<file path="src/rtl/audio_rate_buffer_pkg.sv">
// Shared types and constants for the audio rate-matching buffer.
package audio_pkg;

    typedef struct packed {
        logic signed [15:0] l;
        logic signed [15:0] r;
    } stereo_sample_t;

    localparam int AUDIO_CLK_HZ = 24_576_000;
    localparam int AUDIO_OUT_HZ = 48_000;
    localparam int AUDIO_DIV    = AUDIO_CLK_HZ / AUDIO_OUT_HZ;

    typedef enum logic {
        RB_PRIME = 1'b0,
        RB_RUN   = 1'b1
    } rb_state_t;

endpackage

</file>
<file path="src/rtl/audio_rate_buffer_if.sv">
// Producer/consumer bundle of the rate buffer; state is exported for observation.
interface audio_rate_buffer_if #(
    parameter int DEPTH = 8
);
    import audio_pkg::*;
    localparam int LW = $clog2(DEPTH) + 1;

    // in_valid is a one-cycle strobe with no back-pressure: every strobe is either
    // stored or dropped (overflow); out_strobe marks a fresh audio_l/r for one cycle.
    logic               in_valid;
    logic signed [15:0] in_l;
    logic signed [15:0] in_r;
    logic               mute;
    logic signed [15:0] audio_l;
    logic signed [15:0] audio_r;
    logic               out_strobe;
    logic [LW-1:0]      fifo_level;
    logic               underrun;
    logic               overflow;
    rb_state_t          state;

    modport master (
        output in_valid, in_l, in_r, mute,
        input  audio_l, audio_r, out_strobe, fifo_level, underrun, overflow, state
    );

    modport slave (
        input  in_valid, in_l, in_r, mute,
        output audio_l, audio_r, out_strobe, fifo_level, underrun, overflow, state
    );
endinterface

</file>
<file path="src/rtl/audio_sample_fifo.sv">
// Synchronous stereo sample FIFO with first-word-fall-through head and registered level.
module audio_sample_fifo
    import audio_pkg::*;
#(
    parameter int DEPTH = 8,
    localparam int AW = $clog2(DEPTH),
    localparam int LW = AW + 1
) (
    input  logic           clk,
    input  logic           rst_n,
    input  logic           push,
    input  logic           pop,
    input  stereo_sample_t wdata,
    output stereo_sample_t head,
    output logic [LW-1:0]  level,
    output logic           full,
    output logic           empty
);
    stereo_sample_t mem [DEPTH];
    logic [AW-1:0]  wptr;
    logic [AW-1:0]  rptr;
    logic           push_ok;
    logic           pop_ok;

    assign full    = (level == LW'(DEPTH));
    assign empty   = (level == '0);
    assign pop_ok  = pop && !empty;
    // A pop in the same cycle frees a slot, so a full FIFO still accepts the push.
    assign push_ok = push && (!full || pop_ok);
    assign head    = mem[rptr];

    always_ff @(posedge clk) begin
        if (push_ok) mem[wptr] <= wdata;
    end

    always_ff @(posedge clk or negedge rst_n) begin
        if (!rst_n) begin
            wptr  <= '0;
            rptr  <= '0;
            level <= '0;
        end else begin
            if (push_ok) wptr <= wptr + AW'(1);
            if (pop_ok)  rptr <= rptr + AW'(1);
            case ({push_ok, pop_ok})
                2'b10:   level <= level + LW'(1);
                2'b01:   level <= level - LW'(1);
                default: level <= level;
            endcase
        end
    end
endmodule

</file>
<file path="src/rtl/audio_rate_buffer.sv">
// Rate-matching stereo buffer: bursty mixer samples in, one held sample per 48 kHz slot out.
module audio_rate_buffer
    import audio_pkg::*;
#(
    parameter int DEPTH       = 8,
    parameter int OUT_DIV     = AUDIO_DIV,
    parameter int START_LEVEL = 4,
    localparam int LW = $clog2(DEPTH) + 1,
    localparam int DW = $clog2(OUT_DIV)
) (
    input  logic               clk_audio,
    input  logic               reset_n,
    audio_rate_buffer_if.slave rb
);
    logic [1:0]     rst_sync;
    logic           rst_n;
    logic [DW-1:0]  div_cnt;
    logic           tick;
    rb_state_t      state_q, state_d;
    logic           pop;
    stereo_sample_t head;
    stereo_sample_t out_q;
    logic [LW-1:0]  level;
    logic           full, empty;
    logic           strobe_q, underrun_q, overflow_q;

    // Assertion is immediate; release is delayed two cycles to be clean against clk_audio.
    always_ff @(posedge clk_audio or negedge reset_n) begin
        if (!reset_n) rst_sync <= 2'b00;
        else          rst_sync <= {rst_sync[0], 1'b1};
    end
    assign rst_n = rst_sync[1];

    assign tick = (div_cnt == DW'(OUT_DIV - 1));

    always_ff @(posedge clk_audio or negedge rst_n) begin
        if (!rst_n)    div_cnt <= '0;
        else if (tick) div_cnt <= '0;
        else           div_cnt <= div_cnt + DW'(1);
    end

    audio_sample_fifo #(.DEPTH(DEPTH)) u_fifo (
        .clk   (clk_audio),
        .rst_n (rst_n),
        .push  (rb.in_valid),
        .pop   (pop),
        .wdata ({rb.in_l, rb.in_r}),
        .head  (head),
        .level (level),
        .full  (full),
        .empty (empty)
    );

    always_ff @(posedge clk_audio or negedge rst_n) begin
        if (!rst_n) state_q <= RB_PRIME;
        else        state_q <= state_d;
    end

    always_comb begin
        state_d = state_q;
        pop     = 1'b0;
        case (state_q)
            RB_PRIME: if (level >= LW'(START_LEVEL)) state_d = RB_RUN;
            RB_RUN: begin
                if (tick) begin
                    if (empty) state_d = RB_PRIME;
                    else       pop     = 1'b1;
                end
            end
            default: state_d = RB_PRIME;
        endcase
    end

    // Output sample only moves on a tick, so mute can never glitch mid-slot.
    always_ff @(posedge clk_audio or negedge rst_n) begin
        if (!rst_n) begin
            out_q      <= '0;
            strobe_q   <= 1'b0;
            underrun_q <= 1'b0;
            overflow_q <= 1'b0;
        end else begin
            if (tick) begin
                if (state_q == RB_PRIME || rb.mute) out_q <= '0;
                else if (!empty)                    out_q <= head;
            end
            strobe_q   <= tick;
            underrun_q <= tick && (state_q == RB_RUN) && empty;
            overflow_q <= rb.in_valid && full && !pop;
        end
    end

    assign rb.audio_l    = out_q.l;
    assign rb.audio_r    = out_q.r;
    assign rb.out_strobe = strobe_q;
    assign rb.fifo_level = level;
    assign rb.underrun   = underrun_q;
    assign rb.overflow   = overflow_q;
    assign rb.state      = state_q;
endmodule

</file>
<file path="src/flat_wrapper.sv">
// flat-port wrapper written by rule: the top's interface ports become plain ports
module audio_rate_buffer_flat import audio_pkg::*;
#(
    parameter int DEPTH       = 8,
    parameter int OUT_DIV     = AUDIO_DIV,
    parameter int START_LEVEL = 4,
    localparam int LW = $clog2(DEPTH) + 1,
    localparam int DW = $clog2(OUT_DIV)
)
  (clk_audio, reset_n, rb_in_valid, rb_in_l, rb_in_r, rb_mute, rb_audio_l, rb_audio_r, rb_out_strobe, rb_fifo_level, rb_underrun, rb_overflow, rb_state);
  audio_rate_buffer_if #(.DEPTH(DEPTH)) rb_i ();
  input  logic clk_audio;
  input  logic reset_n;
  input wire logic [$bits(rb_i.in_valid)-1:0] rb_in_valid;
  input wire logic [$bits(rb_i.in_l)-1:0] rb_in_l;
  input wire logic [$bits(rb_i.in_r)-1:0] rb_in_r;
  input wire logic [$bits(rb_i.mute)-1:0] rb_mute;
  output wire logic [$bits(rb_i.audio_l)-1:0] rb_audio_l;
  output wire logic [$bits(rb_i.audio_r)-1:0] rb_audio_r;
  output wire logic [$bits(rb_i.out_strobe)-1:0] rb_out_strobe;
  output wire logic [$bits(rb_i.fifo_level)-1:0] rb_fifo_level;
  output wire logic [$bits(rb_i.underrun)-1:0] rb_underrun;
  output wire logic [$bits(rb_i.overflow)-1:0] rb_overflow;
  output wire logic [$bits(rb_i.state)-1:0] rb_state;
  assign rb_i.in_valid = rb_in_valid;
  assign rb_i.in_l = rb_in_l;
  assign rb_i.in_r = rb_in_r;
  assign rb_i.mute = rb_mute;
  assign rb_audio_l = rb_i.audio_l;
  assign rb_audio_r = rb_i.audio_r;
  assign rb_out_strobe = rb_i.out_strobe;
  assign rb_fifo_level = rb_i.fifo_level;
  assign rb_underrun = rb_i.underrun;
  assign rb_overflow = rb_i.overflow;
  assign rb_state = rb_i.state;
  audio_rate_buffer #(.DEPTH(DEPTH), .OUT_DIV(OUT_DIV), .START_LEVEL(START_LEVEL)) u_core (.clk_audio(clk_audio), .reset_n(reset_n), .rb(rb_i));
endmodule
</file>
<file path="config.mk">
export PLATFORM = sky130hd
export DESIGN_NAME = audio_rate_buffer_flat
export DESIGN_NICKNAME = d
export VERILOG_FILES = /design/src/rtl/audio_rate_buffer_pkg.sv /design/src/rtl/audio_rate_buffer_if.sv /design/src/rtl/audio_sample_fifo.sv /design/src/rtl/audio_rate_buffer.sv /design/src/flat_wrapper.sv
export SDC_FILE = /design/constraint.sdc
export NUM_CORES = 1
export LEC_CHECK = 0
export ABC_AREA = 1
export BUFFER_PORTS_ARGS = -buffer_cell sky130_fd_sc_hd__buf_2
export CAP_MARGIN = 10
export CORE_ASPECT_RATIO = 1.2
export CORE_MARGIN = 3
export CORE_UTILIZATION = 40
export CTS_CLUSTER_SIZE = 20
export DETAILED_ROUTE_END_ITERATION = 10
export SLEW_MARGIN = 20
export SYNTH_ARGS = -nofsm -noshare
export SYNTH_HDL_FRONTEND = slang
export SYNTH_SLANG_ARGS = --single-unit
</file>
<file path="constraint.sdc">
create_clock -name clk_audio -period 4.4 [get_ports clk_audio]
set_input_delay 0.66 -clock clk_audio [delete_from_list [all_inputs] [get_ports clk_audio]]
set_output_delay 0.66 -clock clk_audio [all_outputs]
set_load 0.05 [all_outputs]
</file>
==> run summary <==
Master of the slowest instance on the critical path: sky130_fd_sc_hd__nor2_4
Share of layout cells above drive strength 1: 15.9%
Post-cts resize count: 0
Largest net degree at the start of global routing: 108
Chip width: 166 um
Setup TNS after final layout: 0 ps
Clock tree from TritonCTS: built
Count of mapped cells out of synthesis: 966
Global route total overflow: 0
Total DRC errors in the routed layout: 0
Largest incremental delay on the critical path: 500 ps
Avg Inst Size Synth: 12.7 um^2
Pleak: 0.00508 uW
Initial cell density of the core: 41.0%
Post-placement cell area: 0.0131 mm^2
Largest voltage drop on the vdd net: 0.297 mV
Vias in the first global route: 7397
Chip height: 198 um
Period utilization: 78.4%
Type of element capturing the critical path: flip-flop
Total Die Area: 0.0328 mm^2
Drt initial violations: 660
Initial antenna violation count: 0
Cell type with the highest occurrence count on the critical path: sky130_fd_sc_hd__nand2_1
Detailed-route wire length: 26000 um
Seq/Total Area, Yosys: 74.2%
Routed length per instance: 17.9 um
IO buf count: 75
Fmax: 290 MHz
Number of clock buffers inserted by TritonCTS: 31
RSZ-0062 raised after global routing: no
Clock insertion delay at the later pin of the skew report: 540 ps
Via count of the routed design: 7401
Total area of multi-input combinational cells: 0.00285 mm^2
Area growth syn-to-layout: 15.8%
DP Wirelength: 15200 um
Overall fraction of global-route tracks in use: 15.8%
Area used by sequential logic in the layout: 0.00912 mm^2
Post-layout minimum cycle time: 3450 ps
Critical path class: reg -> reg
Maximum level of the CTS H-tree: 1
Worst-path maximum fanout: 19
Seq cells post-synth: 313
Endpoint required time on the critical path: 4650 ps
Core area: 0.0300 mm^2
Layout Nets: 1078
Fill cells: 2582
Buffers inserted by post-CTS timing repair: 0
Yosys warning total: 0
Arrival time at the worst endpoint: 3700 ps
# Max-Cap Violations: 0
Final clock skew: 9.70 ps
Total nets after synthesis: 1007
Post-route design area: 0.0142 mm^2
Clock input transition at the sequential cells of the worst setup and hold paths: 70 ps
Antenna viol nets, final: 0
Initial DRT Pass Iterations: 5
Via-per-instance ratio: 5.10
TritonCTS sink count: 313
Startpoint kind of the worst setup timing path: flip-flop
Worst slew margin: 47.8%
Cell Area, Synth: 0.0123 mm^2
Inserted Diodes: 0
Global-route wire length before repair: 41700 um
Result of the run: completed
Clock root buffer: sky130_fd_sc_hd__clkbuf_16
Last weighted congestion value of the routability-driven placer: 0.775
Final setup violation count: 0
Synth cell types: 31
Maximum clock insertion buffer count: 3
Final core utilization: 47.5%
Logic depth of the worst register-to-register path: 17
Transition at the pin with the smallest max-transition slack: 782 ps
Boundary Pins: 76
Slew Limit Fails: 0
Worst Hold Class: reg -> async
Final-report hold violation count: 0
Ratio of total power to cell area: 493 mW/mm^2
Standard-cell row count: 69
Cell Chain, Critical Path: ha_1 > nand2_1 > inv_1 > nand2_1 > nor2_1 > nand3_1 > nor2_1 > ha_1 > nand2_2 > inv_2 > nand2_4 > nand2_2 > nand2_1 > inv_1 > nand2_1 > nor2_4 > buf_12
[flip-flops by register name (all words and copies together), names as in the netlist]
register / flops
u_core.rb.out_strobe: 1
u_core.u_fifo.rptr: 3
u_core.rb.audio_l: 16
u_core.rb.state: 1
u_core.div_cnt: 9
u_core.rb.underrun: 1
u_core.rb.audio_r: 16
u_core.u_fifo.wptr: 3
u_core.rst_sync: 2
u_core.u_fifo.level: 4
u_core.rb.overflow: 1
u_core.u_fifo.mem: 256
[worst max-delay path: cells and delay by family, from the launching register on]
family | cells | cell delay [ps]
fa+ha+maj | 2 | 610
flops | 1 | 370
buf+inv | 4 | 550
simple gates | 11 | 1600
[cells in the mapped netlist (all sizes together)]
| cell | n | share of area (%) |
|---|---|---|
| a21oi | 2 | 0.082 |
| nand4 | 2 | 0.10 |
| clkbuf | 26 | 0.80 |
| nor3b | 4 | 0.24 |
| nor3 | 1 | 0.041 |
| edfxtp | 256 | 63 |
| nor2 | 215 | 6.7 |
| buf | 30 | 1.6 |
| o21ai | 132 | 5.4 |
| nand3 | 42 | 1.7 |
| o211ai | 64 | 3.9 |
| nand2 | 100 | 3.3 |
| conb | 1 | 0.031 |
| dfrtp | 57 | 12 |
| nand3b | 1 | 0.061 |
| xor2 | 4 | 0.29 |
| inv | 21 | 0.64 |
| mux2 | 1 | 0.092 |
| o31ai | 1 | 0.17 |
| ha | 5 | 0.51 |
| or2 | 1 | 0.071 |
[stage by stage]
| stage | std cells | worst slack [ps] | total power (uW) | hold WS (ps) |
|---|---|---|---|---|
| after global placement | 1392 | 973 | 4370 | 344 |
| after global routing | 1451 | 574 | 7300 | 372 |
| after CTS | 1450 | 925 | 7070 | 364 |
| after floorplan | 966 | 640 | 4090 | 331 |
| final | 1451 | 949 | 7010 | 319 |
| after detailed placement | 1392 | 930 | 4390 | 342 |
[layer usage]
| metal | global-route usage (%) | vias up | part of all wire, % | routed length [um] |
|---|---|---|---|---|
| met4 | 3.73 | 0 | 1.6 | 410 |
| met1 | 22.3 | 3616 | 45 | 11700 |
| met5 | 0 | - | 0 | 0 |
| met3 | 2.18 | 36 | 4.5 | 1170 |
| li1 | - | 3588 | - | - |
| met2 | 26.4 | 161 | 49 | 12600 |
[cells in the final DEF (no fill, tap or decap), drive strengths merged, types with 21 or more instances in the layout]
cell | synthesis | layout
nand3 | 42 | 42
dfrtp | 57 | 57
edfxtp | 256 | 256
buf | 30 | 93
o21ai | 132 | 132
clkbuf | 26 | 39
inv | 21 | 21
o211ai | 64 | 64
nand2 | 100 | 100
nor2 | 215 | 215
[area by class of cell]
class	instances	share of cell area [%]
Tap cell	390	3.43
Inverter	21	0.563
Multi-Input combinational cell	576	20.1
Timing Repair Buffer	94	4.42
Clock inverter	18	1.61
Clock buffer	39	5.74
Sequential cell	313	64.2
[cell families (layout without fill, tap and decap cells)]
group                    after synthesis  count (layout)  synth area share (%)
AO/OA/AOI/OAI                        199             199                  9.55
XOR/XNOR                               4               4                 0.285
adder cells (fa/ha/maj)                5               5                 0.509
buffers and inverters                 77             172                  3.05
flip-flops                           313             313                  74.2
multiplexers                           1               1                0.0917
other                                  1               1                0.0305
AND/OR/NAND/NOR                      366             366                  12.3
[timing repair]
| action | in CTS | in global routing |
|---|---|---|
| hold buffers | 1 | 0 |
| endpoints found under the hold margin | 2 | 0 |
| setup endpoints to repair | 0 | 0 |
[where the power goes]
group | internal, uW | switching [uW] | leakage (uW) | total, uW
Sequential | 3570 | 107 | 0.00307 | 3670
Clock | 1610 | 1080 | 0.000496 | 2690
Combinational | 166 | 478 | 0.00151 | 644
[worst paths after layout]
| path | from | endpoint | slack (ps) |
|---|---|---|---|
| min in group clk_audio | u_core.rst_sync[0] | u_core.rst_sync[1] | 360 |
| setup / recovery | u_core.div_cnt[0] | u_core.u_fifo.mem[3][10] | 950 |
| max in group asynchronous | u_core.rst_sync[1] | u_core.u_fifo.rptr[0] | 3150 |
| setup reg to reg | u_core.div_cnt[0] | u_core.u_fifo.mem[3][10] | 950 |
| hold reg to reg | u_core.rst_sync[1] | u_core.rb.out_strobe | 320 |
| hold / removal | u_core.rst_sync[1] | u_core.rb.out_strobe | 320 |
No activity file was read; power rests on OpenSTA's default activity.
